## src/rtl/run_monitor_pkg.sv

```systemverilog
// Shared types and constants for the run monitor: FSM state encoding and the ebreak opcode.
package run_monitor_pkg;

    typedef enum logic [2:0] {
        S_RUN,
        S_DRAIN,
        S_RD,
        S_WAIT,
        S_OUT,
        S_DONE
    } state_t;

    localparam logic [31:0] OPC_EBREAK = 32'h0010_0073;

endpackage

```

## src/rtl/run_mon_sat_counter.sv

```systemverilog
// Up-counter with synchronous clear that sticks at all-ones instead of wrapping.
module run_mon_sat_counter #(
    parameter int unsigned W = 32
) (
    input  logic         clk,
    input  logic         clear,
    input  logic         enable,
    output logic [W-1:0] count
);

    always_ff @(posedge clk) begin
        if (clear) begin
            count <= '0;
        end else if (enable && (count != '1)) begin
            count <= count + W'(1);
        end
    end

endmodule

```

## src/rtl/run_monitor.sv

```systemverilog
// Run controller: detects halt/timeout, waits a drain window, then dumps data memory over valid/ready.
// Optional RUN_MONITOR_TOHOST_EN adds a tohost-store end condition with pass/fail verdict.
module run_monitor
    import run_monitor_pkg::*;
#(
    parameter logic [31:0]       HALT_INST      = OPC_EBREAK,
    parameter int unsigned       CNT_W          = 32,
    parameter int unsigned       TIMEOUT_CYCLES = 20000,
    parameter int unsigned       DRAIN_CYCLES   = 5,
    parameter int unsigned       DUMP_WORDS     = 20,
    parameter int unsigned       ADDR_W         = 32,
    parameter logic [ADDR_W-1:0] DUMP_BASE      = '0
`ifdef RUN_MONITOR_TOHOST_EN
   ,parameter logic [ADDR_W-1:0] TOHOST_ADDR    = '0
`endif
) (
    input  logic              clk,
    input  logic              reset,
    input  logic              inst_valid,
    input  logic [31:0]       inst,
    output logic              mem_rd_en,
    output logic [ADDR_W-1:0] mem_rd_addr,
    input  logic [31:0]       mem_rd_data,
    output logic              dump_valid,
    input  logic              dump_ready,
    output logic [31:0]       dump_data,
    output logic [15:0]       dump_index,
    output logic [CNT_W-1:0]  cycle_count,
    output logic              halted,
    output logic              timed_out,
`ifdef RUN_MONITOR_TOHOST_EN
    input  logic              st_en,
    input  logic [ADDR_W-1:0] st_addr,
    input  logic [31:0]       st_data,
    output logic              pass,
    output logic              fail,
`endif
    output logic              done
);

    localparam logic [CNT_W-1:0] TO_LAST    = CNT_W'(TIMEOUT_CYCLES - 1);
    localparam logic [31:0]      DRAIN_LAST = 32'(DRAIN_CYCLES - 1);
    localparam logic [15:0]      LAST_IDX   = 16'(DUMP_WORDS - 1);

    state_t      state;
    logic [15:0] idx;
    logic [31:0] drain_cnt;
    logic        halt_hit;
    logic        tohost_hit;
    logic        stop_hit;
    logic        timeout_hit;

    always_comb begin
        halt_hit    = (state == S_RUN) && inst_valid && (inst == HALT_INST);
`ifdef RUN_MONITOR_TOHOST_EN
        tohost_hit  = (state == S_RUN) && st_en && (st_addr == TOHOST_ADDR);
`else
        tohost_hit  = 1'b0;
`endif
        stop_hit    = halt_hit || tohost_hit;
        timeout_hit = (TIMEOUT_CYCLES != 0) && (state == S_RUN) && (cycle_count == TO_LAST);
    end

    // The cycle that ends the run (halt or timeout) is not added to the count.
    run_mon_sat_counter #(.W(CNT_W)) u_cycle_cnt (
        .clk    (clk),
        .clear  (reset),
        .enable ((state == S_RUN) && !stop_hit && !timeout_hit),
        .count  (cycle_count)
    );

    run_mon_sat_counter #(.W(32)) u_drain_cnt (
        .clk    (clk),
        .clear  (reset || (state != S_DRAIN)),
        .enable (state == S_DRAIN),
        .count  (drain_cnt)
    );

    assign dump_index = idx;

    always_ff @(posedge clk) begin
        if (reset) begin
            state       <= S_RUN;
            idx         <= '0;
            mem_rd_en   <= 1'b0;
            mem_rd_addr <= '0;
            dump_valid  <= 1'b0;
            dump_data   <= '0;
            halted      <= 1'b0;
            timed_out   <= 1'b0;
            done        <= 1'b0;
`ifdef RUN_MONITOR_TOHOST_EN
            pass        <= 1'b0;
            fail        <= 1'b0;
`endif
        end else begin
            mem_rd_en <= 1'b0;
            unique case (state)
                S_RUN: begin
                    if (stop_hit) begin
                        halted      <= halt_hit;
                        mem_rd_addr <= DUMP_BASE;
`ifdef RUN_MONITOR_TOHOST_EN
                        pass        <= tohost_hit && (st_data == 32'd1);
                        fail        <= tohost_hit && (st_data != 32'd1);
`endif
                        if (DRAIN_CYCLES == 0) begin
                            state     <= S_RD;
                            mem_rd_en <= 1'b1;
                        end else begin
                            state <= S_DRAIN;
                        end
                    end else if (timeout_hit) begin
                        timed_out   <= 1'b1;
                        mem_rd_addr <= DUMP_BASE;
                        mem_rd_en   <= 1'b1;
                        state       <= S_RD;
                    end
                end
                S_DRAIN: begin
                    if (drain_cnt == DRAIN_LAST) begin
                        mem_rd_en <= 1'b1;
                        state     <= S_RD;
                    end
                end
                S_RD: state <= S_WAIT;
                S_WAIT: begin
                    dump_data  <= mem_rd_data;
                    dump_valid <= 1'b1;
                    state      <= S_OUT;
                end
                S_OUT: begin
                    if (dump_ready) begin
                        dump_valid <= 1'b0;
                        if (idx == LAST_IDX) begin
                            done  <= 1'b1;
                            state <= S_DONE;
                        end else begin
                            idx         <= idx + 16'd1;
                            mem_rd_addr <= mem_rd_addr + ADDR_W'(4);
                            mem_rd_en   <= 1'b1;
                            state       <= S_RD;
                        end
                    end
                end
                S_DONE: state <= S_DONE;
                default: state <= S_RUN;
            endcase
        end
    end

endmodule
```

## config.mk

```make
export PLATFORM = sky130hd
export DESIGN_NAME = run_monitor
export DESIGN_NICKNAME = d
export VERILOG_FILES = /design/src/rtl/run_monitor_pkg.sv /design/src/rtl/run_mon_sat_counter.sv /design/src/rtl/run_monitor.sv
export SDC_FILE = /design/constraint.sdc
export NUM_CORES = 1
export LEC_CHECK = 0
export BUFFER_PORTS_ARGS = -buffer_cell sky130_fd_sc_hd__buf_2
export CAP_MARGIN = 0
export CORE_ASPECT_RATIO = 0.8
export CORE_MARGIN = 2
export CORE_UTILIZATION = 30
export CTS_CLUSTER_DIAMETER = 80
export CTS_CLUSTER_SIZE = 30
export DETAILED_ROUTE_END_ITERATION = 16
export SYNTH_ARGS = -nofsm -noshare
export SYNTH_HDL_FRONTEND = slang
export SYNTH_SLANG_ARGS = --single-unit
export TNS_END_PERCENT = 20
```

## constraint.sdc

```tcl
create_clock -name clk -period 4.15 [get_ports clk]
set_clock_uncertainty 0.05 [all_clocks]
set_input_delay 0.83 -clock clk [delete_from_list [all_inputs] [get_ports clk]]
set_output_delay 0.83 -clock clk [all_outputs]
set_load 0.005 [all_outputs]
```

==> flow_metrics.tcl <==
set metrics [dict create \
    min_path_cells 2 \
    synth_cell_type_count 66 \
    synth_ff_type "dfxtp_1" \
    timing.slew.headroom_pct 30.7 \
    hold_viol 0 \
    avgSynthCellArea_sq_um 7.94 \
    reg2reg_depth 5 \
    internal_power_mw 2.44 \
    clkLatencyLatePin_ns 0.43 \
    cp.arrival_ns 3.23 \
    netlist_instances 930 \
    port_buffers 182 \
    power_frac_comb_pct 2.2 \
    die_x_microns 179 \
    drt_pass1_iterations 5 \
    pre_cts_slack_ns 0.996 \
    antennaDiodeCount 0 \
    cts_root_buf "clkbuf_16" \
    postRouteAntennaNets 0 \
    syn_area_sq_um 7390 \
    holdCritStartpoint "dump_data[11]" \
    hold_path_class "register to register" \
    vias_per_cell 5.18 \
    grt_max_degree 43 \
    grt_pass1_vias 6359 \
    vdd_ir_drop_max_mv 0.256 \
    maxCapViolations 0 \
    clock-sinks 150 \
    pin_count 185 \
    reg2reg_slack_ns 1.22 \
    fmax_ghz 0.342 \
    area_delta_synth_final_pct 23.7 \
    cp.required_ns 4.45 \
    cts_setup_buffers 0 \
    post_cts_resized 0 \
    critPathLaunch "state[1]" \
    cp-end-kind "register" \
    power.density_nw_per_um2 343 \
    finalSetupViolations 0 \
    swShare_pct 22.1 \
    grt_pass1_wl_microns 33900 \
    cts_buffers 17 \
    grt_overflow 0 \
    clk_path_buf_depth 2 \
    clkPwrFrac_pct 51.7 \
    wirelength_microns 21500 \
    initial_utilization_pct 30.5 \
    slowest_stage "or4b_2" \
    timing.final.ws_setup_ns 1.22 \
    fp.dieArea_sq_um 25900 \
    drt_iter0_drc 586 \
    crit_type "register to register" \
    rsz0062_at_grt "no" \
    p_seq_share_pct 46.1 \
    drc 0 \
    antenna_found_initial 0 \
    layout.nets 1163 \
    clk_pin_slew_ns 0.07 \
    coreArea_sq_um 24200 \
    crit_path_start_kind "register" \
    tightest_slew_ns 1.03 \
    synth.area.top_cells "dfxtp_1 (41%), nand2_1 (6.9%), a21oi_1 (5.4%)" \
    switchingPower_mw 0.693 \
    cts_tree "done" \
    cts_hold_buf 0 \
    outcome "complete, no violations" \
    drive_gt1_share_pct 22.1 \
    final_common_cell "buf_2" \
    setup_tns_ns 0 \
    crit_chain "nor3_1 > o31a_1 > nand4_2 > or4b_2 > a21oi_1" \
    ys_ff_latch 150 \
    drv_slew 0 \
    r2r-start "state[1]" \
    synth-async-reset-ratio_pct 0 \
    power_leakage_nw 3.43 \
    finalCriticalPeriod_ns 2.93 \
    htree_levels 4 \
    die_h_microns 144 \
    synth_largest_area_cell "dfxtp_1" \
    yosysWarnings 0 \
    cpPeakStageDelay_ns 0.71 \
    fin_crit_sh_pct 70.5 \
    wl_per_cell_microns 15.1 \
    crit_fanout 15 \
    mostFrequentLayoutCells "buf_2 (181), dfxtp_1 (150), nand2_1 (136), nor2_1 (83), a21oi_1 (80)" \
    dp_hpwl_microns 15500 \
    rows 51 \
    synth_edf_count 0 \
    dr_total_vias 7359 \
    synth_seq_area_share_pct 40.7 \
    gp_congestion 0.825 \
    grt_usage_pct 16.0 \
    netlist.area_leader.share_pct 40.7 \
]
==> worst paths after layout <==
kind                           end
min reg2reg          dump_data[11]
max reg2reg  u_cycle_cnt.count[25]
min                  dump_data[11]
max          u_cycle_cnt.count[25]
==> routing by layer <==
metal	track usage, %	wire, microns
met4	5.35	288
met3	4.48	1320
met1	23.4	10800
met2	22.3	9090
met5	0	0
==> cell families after synthesis <==
logic type,after synthesis,share of synthesized area (%)
simple gates,484,34.1
compound gates,174,14.3
flops,150,40.7
buf+inv,69,4.13
xor+xnor,39,4.62
mux,8,1.25
fa+ha+maj,5,0.847
other cells,1,0.0508
==> critical path: cells and delay by family (launching register included) <==
family          cells  cell delay, ns
simple gates        3            1.60
flops               1            0.43
compound gates      2            0.76
==> flip-flops by register name, indices dropped and copies added (netlist names) <==
signal,count
timed_out,1
done,1
mem_rd_addr,30
dump_data,32
u_cycle_cnt.count,32
halted,1
dump_valid,1
mem_rd_en,1
u_drain_cnt.count,32
dump_index,16
state,3
==> area by class of cell <==
type / count / area, sq um
Fill cell: 2530 / 15100
Multi-Input combinational cell: 712 / 4090
Sequential cell: 150 / 3000
Timing Repair Buffer: 189 / 966
Clock buffer: 19 / 443
Tap cell: 318 / 398
Clock inverter: 13 / 168
Inverter: 20 / 75.1
==> synthesized netlist by cell type (all sizes together) (10+ instances only) <==
master,count
a21oi,82
a311oi,10
and3,20
and4,12
buf,11
clkbuf,38
dfxtp,150
inv,20
nand2,136
nand3,47
nand4,37
nor2,83
nor3,30
nor4,34
o21ai,32
o31ai,13
or3,28
or4,15
xnor2,21
xor2,18
==> power by group through the flow <==
| stage | clock (mW) | sequential (mW) | combinational [mW] |
|---|---|---|---|
| after global routing | 1.72 | 1.45 | 0.0783 |
| after CTS | 1.66 | 1.45 | 0.0704 |
| after detailed placement | 0 | 1.48 | 0.0702 |
| final | 1.62 | 1.45 | 0.0701 |
| after global placement | 0 | 1.48 | 0.0696 |
| after floorplan | 0 | 1.48 | 0.0298 |
==> metrics by stage <==
step,hold slack [ns],total power [mW],cell area [sq um],instances,utilization [%]
detailed placement,0.393,1.55,8530,1389,35.2
floorplan,0.403,1.51,7390,931,-
CTS,0.402,3.17,9140,1421,37.7
global route,0.424,3.24,9140,1421,37.7
finish,0.401,3.14,9140,1421,37.7
global placement,0.389,1.55,8530,1389,35.2
Power figures use the tool's default switching activity.
